### src/rtl/fb_scanout.sv
// Framebuffer scanout reader: fetches the palette-indexed frame from DDRAM one 64-bit word at a
// time into a small FIFO and emits one palette index per active pixel.
module fb_scanout #(
  parameter int unsigned WIDTH  = 720,
  parameter int unsigned HEIGHT = 480,
  parameter logic [28:0] BASE   = 29'h0600_0000,
  parameter int unsigned DEPTH  = 16
) (
  input  logic        clk_sys,
  input  logic        rst_n,
  input  logic        frame_start,
  input  logic        ce_pix,
  input  logic        de,
  output logic        rd_req,
  output logic [28:0] rd_addr,
  input  logic        rd_ready,
  input  logic [63:0] rd_data,
  output logic [7:0]  pix_index,
  output logic        pix_valid,
  output logic        underflow
);

  localparam int unsigned NWORDS = WIDTH * HEIGHT / 8;
  localparam int unsigned CW     = $clog2(NWORDS + 1);
  localparam int unsigned AW     = $clog2(DEPTH);
  localparam int unsigned AW1    = AW + 1;
  localparam logic [CW-1:0] NW   = CW'(NWORDS);
  localparam logic [AW:0]   FULL = AW1'(DEPTH);

  typedef enum logic [1:0] {StIdle, StFetch, StDrain} state_e;

  state_e          r_state;
  state_e          w_next_state;
  logic [CW-1:0]   r_fetch_cnt;
  logic            r_armed;
  logic [28:0]     r_rd_addr;

  logic [63:0]     r_mem [DEPTH];
  logic [AW-1:0]   r_wr_ptr;
  logic [AW-1:0]   r_rd_ptr;
  logic [AW:0]     r_count;

  logic [2:0]      r_byte_ptr;
  logic [7:0]      r_pix_index;
  logic            r_pix_valid;
  logic            r_underflow;

  logic            w_push;
  logic            w_pop;
  logic            w_start_fetch;
  logic            w_can_fetch;
  logic            w_consume;
  logic            w_empty;
  logic [63:0]     w_head;
  logic [7:0]      w_byte;

  assign w_empty     = (r_count == '0);
  assign w_consume   = ce_pix & de;
  // Nothing is fetched after reset until the first frame_start aligns us to a frame.
  assign w_can_fetch = r_armed && (r_fetch_cnt < NW) && (r_count < FULL);
  assign w_head      = r_mem[r_rd_ptr];
  assign w_byte      = w_head[{r_byte_ptr, 3'b000} +: 8];
  assign w_pop       = !frame_start && w_consume && !w_empty && (r_byte_ptr == 3'd7);

  always_comb begin
    w_next_state  = r_state;
    w_push        = 1'b0;
    w_start_fetch = 1'b0;
    unique case (r_state)
      StIdle: begin
        if (!frame_start && w_can_fetch) begin
          w_next_state  = StFetch;
          w_start_fetch = 1'b1;
        end
      end
      StFetch: begin
        // A response landing with frame_start belongs to the old frame: drop it, no drain needed.
        if (frame_start) begin
          w_next_state = rd_ready ? StIdle : StDrain;
        end else if (rd_ready) begin
          w_push       = 1'b1;
          w_next_state = StIdle;
        end
      end
      StDrain: begin
        if (rd_ready) begin
          w_next_state = StIdle;
        end
      end
      default: w_next_state = StIdle;
    endcase
  end

  always_ff @(posedge clk_sys or negedge rst_n) begin
    if (!rst_n) begin
      r_state     <= StIdle;
      r_fetch_cnt <= '0;
      r_armed     <= 1'b0;
      r_rd_addr   <= BASE;
    end else begin
      r_state <= w_next_state;
      if (frame_start) begin
        r_fetch_cnt <= '0;
        r_armed     <= 1'b1;
      end else if (w_push) begin
        r_fetch_cnt <= r_fetch_cnt + CW'(1);
      end
      // Address is latched so it stays put through a drain after fetch_cnt is cleared.
      if (w_start_fetch) begin
        r_rd_addr <= BASE + 29'(r_fetch_cnt);
      end
    end
  end

  always_ff @(posedge clk_sys) begin
    if (w_push) begin
      r_mem[r_wr_ptr] <= rd_data;
    end
  end

  always_ff @(posedge clk_sys or negedge rst_n) begin
    if (!rst_n) begin
      r_wr_ptr <= '0;
      r_rd_ptr <= '0;
      r_count  <= '0;
    end else if (frame_start) begin
      r_wr_ptr <= '0;
      r_rd_ptr <= '0;
      r_count  <= '0;
    end else begin
      if (w_push) begin
        r_wr_ptr <= r_wr_ptr + AW'(1);
      end
      if (w_pop) begin
        r_rd_ptr <= r_rd_ptr + AW'(1);
      end
      if (w_push && !w_pop) begin
        r_count <= r_count + AW1'(1);
      end else if (!w_push && w_pop) begin
        r_count <= r_count - AW1'(1);
      end
    end
  end

  always_ff @(posedge clk_sys or negedge rst_n) begin
    if (!rst_n) begin
      r_byte_ptr  <= 3'd0;
      r_pix_index <= 8'h00;
      r_pix_valid <= 1'b0;
      r_underflow <= 1'b0;
    end else if (frame_start) begin
      r_byte_ptr  <= 3'd0;
      r_pix_valid <= 1'b0;
      r_underflow <= 1'b0;
    end else if (w_consume) begin
      if (!w_empty) begin
        r_pix_index <= w_byte;
        r_pix_valid <= 1'b1;
        r_byte_ptr  <= r_byte_ptr + 3'd1;
      end else begin
        // Starved pixel is dropped; the pointer stays so no data is skipped.
        r_pix_index <= 8'h00;
        r_pix_valid <= 1'b0;
        r_underflow <= 1'b1;
      end
    end else begin
      r_pix_valid <= 1'b0;
    end
  end

  assign rd_req    = (r_state != StIdle);
  assign rd_addr   = r_rd_addr;
  assign pix_index = r_pix_index;
  assign pix_valid = r_pix_valid;
  assign underflow = r_underflow;

endmodule

### config.mk
export PLATFORM = sky130hd
export DESIGN_NAME = fb_scanout
export DESIGN_NICKNAME = d
export VERILOG_FILES = /design/src/rtl/fb_scanout.sv
export SDC_FILE = /design/constraint.sdc
export NUM_CORES = 1
export LEC_CHECK = 0
export ABC_AREA = 1
export BUFFER_PORTS_ARGS = -buffer_cell sky130_fd_sc_hd__buf_2
export CELL_PAD_IN_SITES_DETAIL_PLACEMENT = 0
export CELL_PAD_IN_SITES_GLOBAL_PLACEMENT = 1
export CORE_UTILIZATION = 50
export CTS_BUF_LIST = sky130_fd_sc_hd__clkbuf_4
export CTS_CLUSTER_SIZE = 12
export DETAILED_ROUTE_END_ITERATION = 10
export PLACE_DENSITY_LB_ADDON = 0.3
export SETUP_SLACK_MARGIN = 0.1
export SLEW_MARGIN = 20
export SYNTH_ARGS = -nofsm -noshare
export SYNTH_HDL_FRONTEND = slang
export SYNTH_SLANG_ARGS = --single-unit
### constraint.sdc
create_clock -name clk_sys -period 4.9 [get_ports clk_sys]
set_input_delay 0.245 -clock clk_sys [delete_from_list [all_inputs] [get_ports clk_sys]]
set_output_delay 0.245 -clock clk_sys [all_outputs]
set_load 0.005 [all_outputs]
======== Word level (Yosys, flattened, before mapping) ========
Memory sizes are Yosys's and may differ from the RTL's.
Index checks and enable logic that the tools add are counted.
storage, ports and cells
  flip-flop bits (word level) ............. 74
  RAM bits ................................ 1,024
  bits of input ports ..................... 70
  output and inout bits ................... 40
  memories kept ........................... 1
memories
  memory  words  bits a word  rd ports  clocked after Yosys merged registers in  write ports  RTL line  source
  r_mem   16     64           1         0                                        1            38        logic [63:0] r_mem [DEPTH];
cells by class
  add/sub/neg operators ................... 7
  order comparisons ....................... 2
  equal/unequal tests ..................... 5
  shifts and indexed selects .............. 1
  multiplexer cells ....................... 31
  bitwise gates (word level) .............. 2
  reductions and logical operators ........ 23
operators with widths
  cell                    count
  $shiftx 64x7->8         1
  $mux 16                 2
  $add 27x16->28 const A  1
  $add 16x1->16 const B   1
  $lt 16x16->1 const B    1
  $mux 4                  4
  $mux 5                  3
  $mux 1                  13
  $reduce_bool 2->1       5
  $mux 3                  3
  $add 4x1->4 const B     2
  $logic_and 1x1->1       8
  $mux 2                  4
  $mux 8                  1
  $pmux 2 s3              1
  $reduce_and 2->1        3
  $add 5x1->5 const B     1
  $logic_not 5->1         1
  $lt 5x5->1 const B      1
  $sub 5x1->5 const B     1
  $logic_not 1->1         4
  $ne 2x2->1 const B      2
  $add 3x1->3 const B     1
  $eq 3x3->1 const B      1
  6 further kinds         6

======== Logic depth before layout (Yosys ltp) ========
  depth after elaboration ................. 8
  gate-level depth with buffers ........... 16

======== Worst setup path before layout ========
OpenSTA, ideal clock, no wires.
  path type ............................... reg-to-reg
  start ................................... reg r_state[1]
  end ..................................... mem r_mem[11][0], enable pin
  arrival ................................. 3,844 ps
  required time ........................... 4,414 ps
  slack ................................... 569 ps
  stages on the path, launching flop included .. 9
  path buffers ............................ 1
  clock period less this slack ............ 4,331 ps
  cell sequence ........................... dfrtp_1 inv_1 nand2_1 nor2_2 nand2_1 inv_1 buf_2 nand2_1 nor2_1
between the ends
  longest elaborated chain between the ends .. 4
RTL lines
  item                          RTL line  source
  start: declaration            32        state_e r_state;
  start signal: assignment      96        r_state <= StIdle;
  start signal: assignment      101       r_state <= w_next_state;
  $eq 2x1->1                    69        unique case (r_state)
  $mux 1                        69
  $mux 1                        116       if (w_push) begin
  $mux 1 (not written as such)  117       r_mem[r_wr_ptr] <= rd_data;
  end: declaration              38
Every way passes these cells.

======== Worst setup path in the final report ========
  start ................................... reg r_rd_ptr[1]
  end ..................................... reg r_pix_index[0] (netlist: pix_index[0])
between the ends
  longest elaborated chain between the ends .. 3
RTL lines
  item                      RTL line  source
  start: declaration        40        logic [AW-1:0] r_rd_ptr;
  start signal: assignment  135       r_rd_ptr <= r_rd_ptr + AW'(1);
  $mem_v2 16x64             --
  $shiftx 64x7->8           62        assign w_byte = w_head[{r_byte_ptr, 3'b000} +: 8];
  $mux 8                    156       if (!w_empty) begin
  end signal: assignment    157       r_pix_index <= w_byte;
  end: declaration          44        logic [7:0] r_pix_index;
Every way passes these cells.
A chain may end at the register's enable or synchronous reset.

==> impl_metrics.json <==
{
  "drive_gt1_frac": 0.149,
  "via_per_inst": 5.45,
  "top_usage_layer": "met2",
  "multiInputGateArea_um2": 10500,
  "max_freq_mhz": 309,
  "grt_max_degree": 154,
  "switching_share": 0.227,
  "met2_usage": 0.437,
  "cp.arrival_ns": 4.25,
  "clockPowerShare": 0.407,
  "synth_area_um2": 43900,
  "r2r_cells": 11,
  "ys_ff_latch": 1085,
  "fin_skew_ns": 0.0588,
  "port_buffers": 96,
  "status": "completed",
  "rsz0062_at_grt": "false",
  "critical_path.top_delay_family": "simple AND/OR/NAND/NOR gates",
  "grt_first_pass_wirelength_mm": 179,
  "ir_drop_v": 0.000231,
  "dp_hpwl_mm": 56.9,
  "seq_area_frac_synth": 0.735,
  "fin_setup_tns_ns": 0,
  "cts_buffers": 299,
  "dr_total_vias": 29900,
  "min_from": "rd_data[11]",
  "netlist_top_cells_count": "1524 x nand2_1, 1024 x edfxtp_1, 619 x nand3_1",
  "numPlacedInstances": 4862,
  "regArea_um2": 32300,
  "n_fill_cell": 7291,
  "ios": 110,
  "cts.sinks": 1085,
  "final_max_slew_viol_count": 0,
  "slew_headroom": 0.186,
  "min_period_ns": 3.24,
  "synth_cells": 3773,
  "finalCritPeriodShare": 0.661,
  "power.static_leakage_nw": 19.2,
  "dr.pass1.iters": 6,
  "antenna_found_initial": 6,
  "die_h_um": 298,
  "path_clk_slew_ns": 0.07,
  "r2r-end": "pix_index[0]$_DFFE_PN0P_",
  "combPwrFrac": 0.053,
  "fin_cells": 5487,
  "crit_fanout": 70,
  "clock_latency_ns": 1.12,
  "worst-path-buf-inv": 2,
  "cts_buffer_depth": 4,
  "synth_area_leaders": "edfxtp_1 70%, nand2_1 13%, nand3_1 7.1%, dfrtp_1 3.5%, a21oi_1 1.6%",
  "ctsResizeCount": 0,
  "cts_tree": "done",
  "gr-usage-all-layers": 0.269,
  "remaining_drc_errors": 0,
  "drtIter0Drc": 2883,
  "fin_util": 0.582,
  "startpoint_type": "flop",
  "p_per_area_nw_per_um2": 382,
  "fp.coreArea_um2": 86900,
  "tightestPinTransition_ns": 1.22,
  "grt_overflow_total": 0,
  "post_cts_buffers": 0,
  "post-synth-top-count-cell": "nand2_1",
  "cts_hold_repair.buffers": 136,
  "cts_root_buf": "clkbuf_4",
  "finalWirelength_mm": 119,
  "routedWlPerCell_um": 21.7,
  "worstSetupEndpointType": "flop",
  "power.internal_mw": 14.9,
  "rr_startpoint": "r_rd_ptr[1]$_DFFE_PN0P_",
  "start_util": 0.505,
  "areaGrowthSynthToFinish_pct": 15.2,
  "synth_top_cell_area_share": 0.700,
  "ys_warn_count": 0,
  "setup_violations": 0,
  "crit_type": "flop to flop",
  "htreeDepth": 5,
  "reg2reg_slack_ns": 1.66,
  "yosysTopAreaCell": "edfxtp_1",
  "final-hold-violation-count": 0,
  "grt_pass1_vias": 29100,
  "grtUsageMet1": 0.363,
  "synth_flop_cell": "edfxtp_1",
  "synth_edf_count": 1024,
  "min-delay-path-class": "input port to flop",
  "slowest_delay_ns": 0.84,
  "die_area_um2": 89000,
  "final_antenna_net_count": 0,
  "place_congestion": 0.793,
  "grtUsageMet3": 0.0553,
  "p_seq_frac": 0.540,
  "die_w_um": 298,
  "avgSynthCellArea_um2": 11.6,
  "crit_chain": "nand2_2, inv_4, buf_12, nand2_1, nand3_1, nand3_1, nand3_1, nand2_1, nand2_1, nand3_1, nand2_1",
  "synthDistinctLibCells": 36,
  "finalHoldWorstSlack_ns": 0.109,
  "synthArstFlopShare": 0.0562,
  "critical_path.slowest_cell": "dfrtp_4",
  "switchingPower_mw": 4.39,
  "worstHoldEndpoint": "r_mem[9][11]$_DFFE_PP_",
  "num_rows": 108,
  "final_net_count": 4227,
  "crit_required_ns": 5.92,
  "hold_depth": 2,
  "p_total_mw": 19.3,
  "max_cap_violations": 0
}
==> cells by family (layout without fill, tap and decap cells) <==
logic type / count (synthesis) / in the layout / synth area share
AOI/OAI and AO/OA: 187 / 187 / 0.0220
and+or+nand+nor: 2209 / 2209 / 0.208
other: 2 / 14 / 0.000171
buffers and inverters: 272 / 819 / 0.0297
adders and majority gates: 13 / 13 / 0.00388
DFF: 1085 / 1085 / 0.735
xor gates and xnor gates: 5 / 5 / 0.000998
==> stage by stage <==
stage	instance area, um^2	setup WS [ns]
floorplan	43900	0.569
global placement	45600	1.65
detailed placement	45600	1.64
CTS	50600	1.64
global route	50600	1.41
finish	50600	1.66
==> layout by cell type (no fill, tap or decap), types with 31 or more instances in the layout <==
cell	Yosys	layout
a21oi_1	142	142
buf_2	88	96
buf_4	38	31
clkbuf_4	0	450
dfrtp_1	61	57
dlygate4sd3_1	0	135
edfxtp_1	1024	1024
inv_1	39	35
nand2_1	1524	1524
nand3_1	619	619
o21ai_0	31	31
==> layout make-up <==
| cell class | count | share of cell area |
|---|---|---|
| inverter | 45 | 0.00376 |
| clock inverter | 38 | 0.00445 |
| multi-input combinational | 2427 | 0.207 |
| sequential | 1085 | 0.639 |
| antenna | 1 | 0.0000495 |
| timing repair buffer | 286 | 0.0503 |
| tap | 1155 | 0.0286 |
| clock buffer | 450 | 0.0668 |
==> worst max-delay path by stage <==
stage               cells after the start               startpoint                  endpoint
detailed placement                     11  r_rd_ptr[1]$_DFFE_PN0P_  pix_index[0]$_DFFE_PN0P_
global placement                       11  r_rd_ptr[1]$_DFFE_PN0P_  pix_index[3]$_DFFE_PN0P_
CTS                                    11  r_rd_ptr[1]$_DFFE_PN0P_  pix_index[0]$_DFFE_PN0P_
global route                           11  r_rd_ptr[1]$_DFFE_PN0P_  pix_index[3]$_DFFE_PN0P_
finish                                 11  r_rd_ptr[1]$_DFFE_PN0P_  pix_index[0]$_DFFE_PN0P_
floorplan                               8   r_state[1]$_DFFE_PN0P_    r_mem[11][0]$_DFFE_PP_
==> registers in the layout, summed over array words and instances, names as in the netlist <==
register / count
r_mem: 1024
r_fetch_cnt: 16
rd_addr: 16
pix_index: 8
r_count: 5
r_rd_ptr: 4
r_wr_ptr: 4
r_byte_ptr: 3
r_state: 2
pix_valid: 1
r_armed: 1
underflow: 1
==> power by group through the flow <==
stage | Combinational (mW) | Sequential [mW] | Clock (mW)
floorplan | 0.457 | 10.6 | 0
global placement | 0.907 | 10.6 | 0
detailed placement | 0.922 | 10.6 | 0
CTS | 1.03 | 10.4 | 8.02
global route | 1.13 | 10.4 | 8.53
finish | 1.03 | 10.4 | 7.87
==> routing by layer <==
layer,vias up,share of wire
li1,14000,-
met1,14500,0.41
met2,1223,0.48
met3,189,0.077
met4,6,0.023
met5,-,0.00031
(Power assumes the default switching activity.)
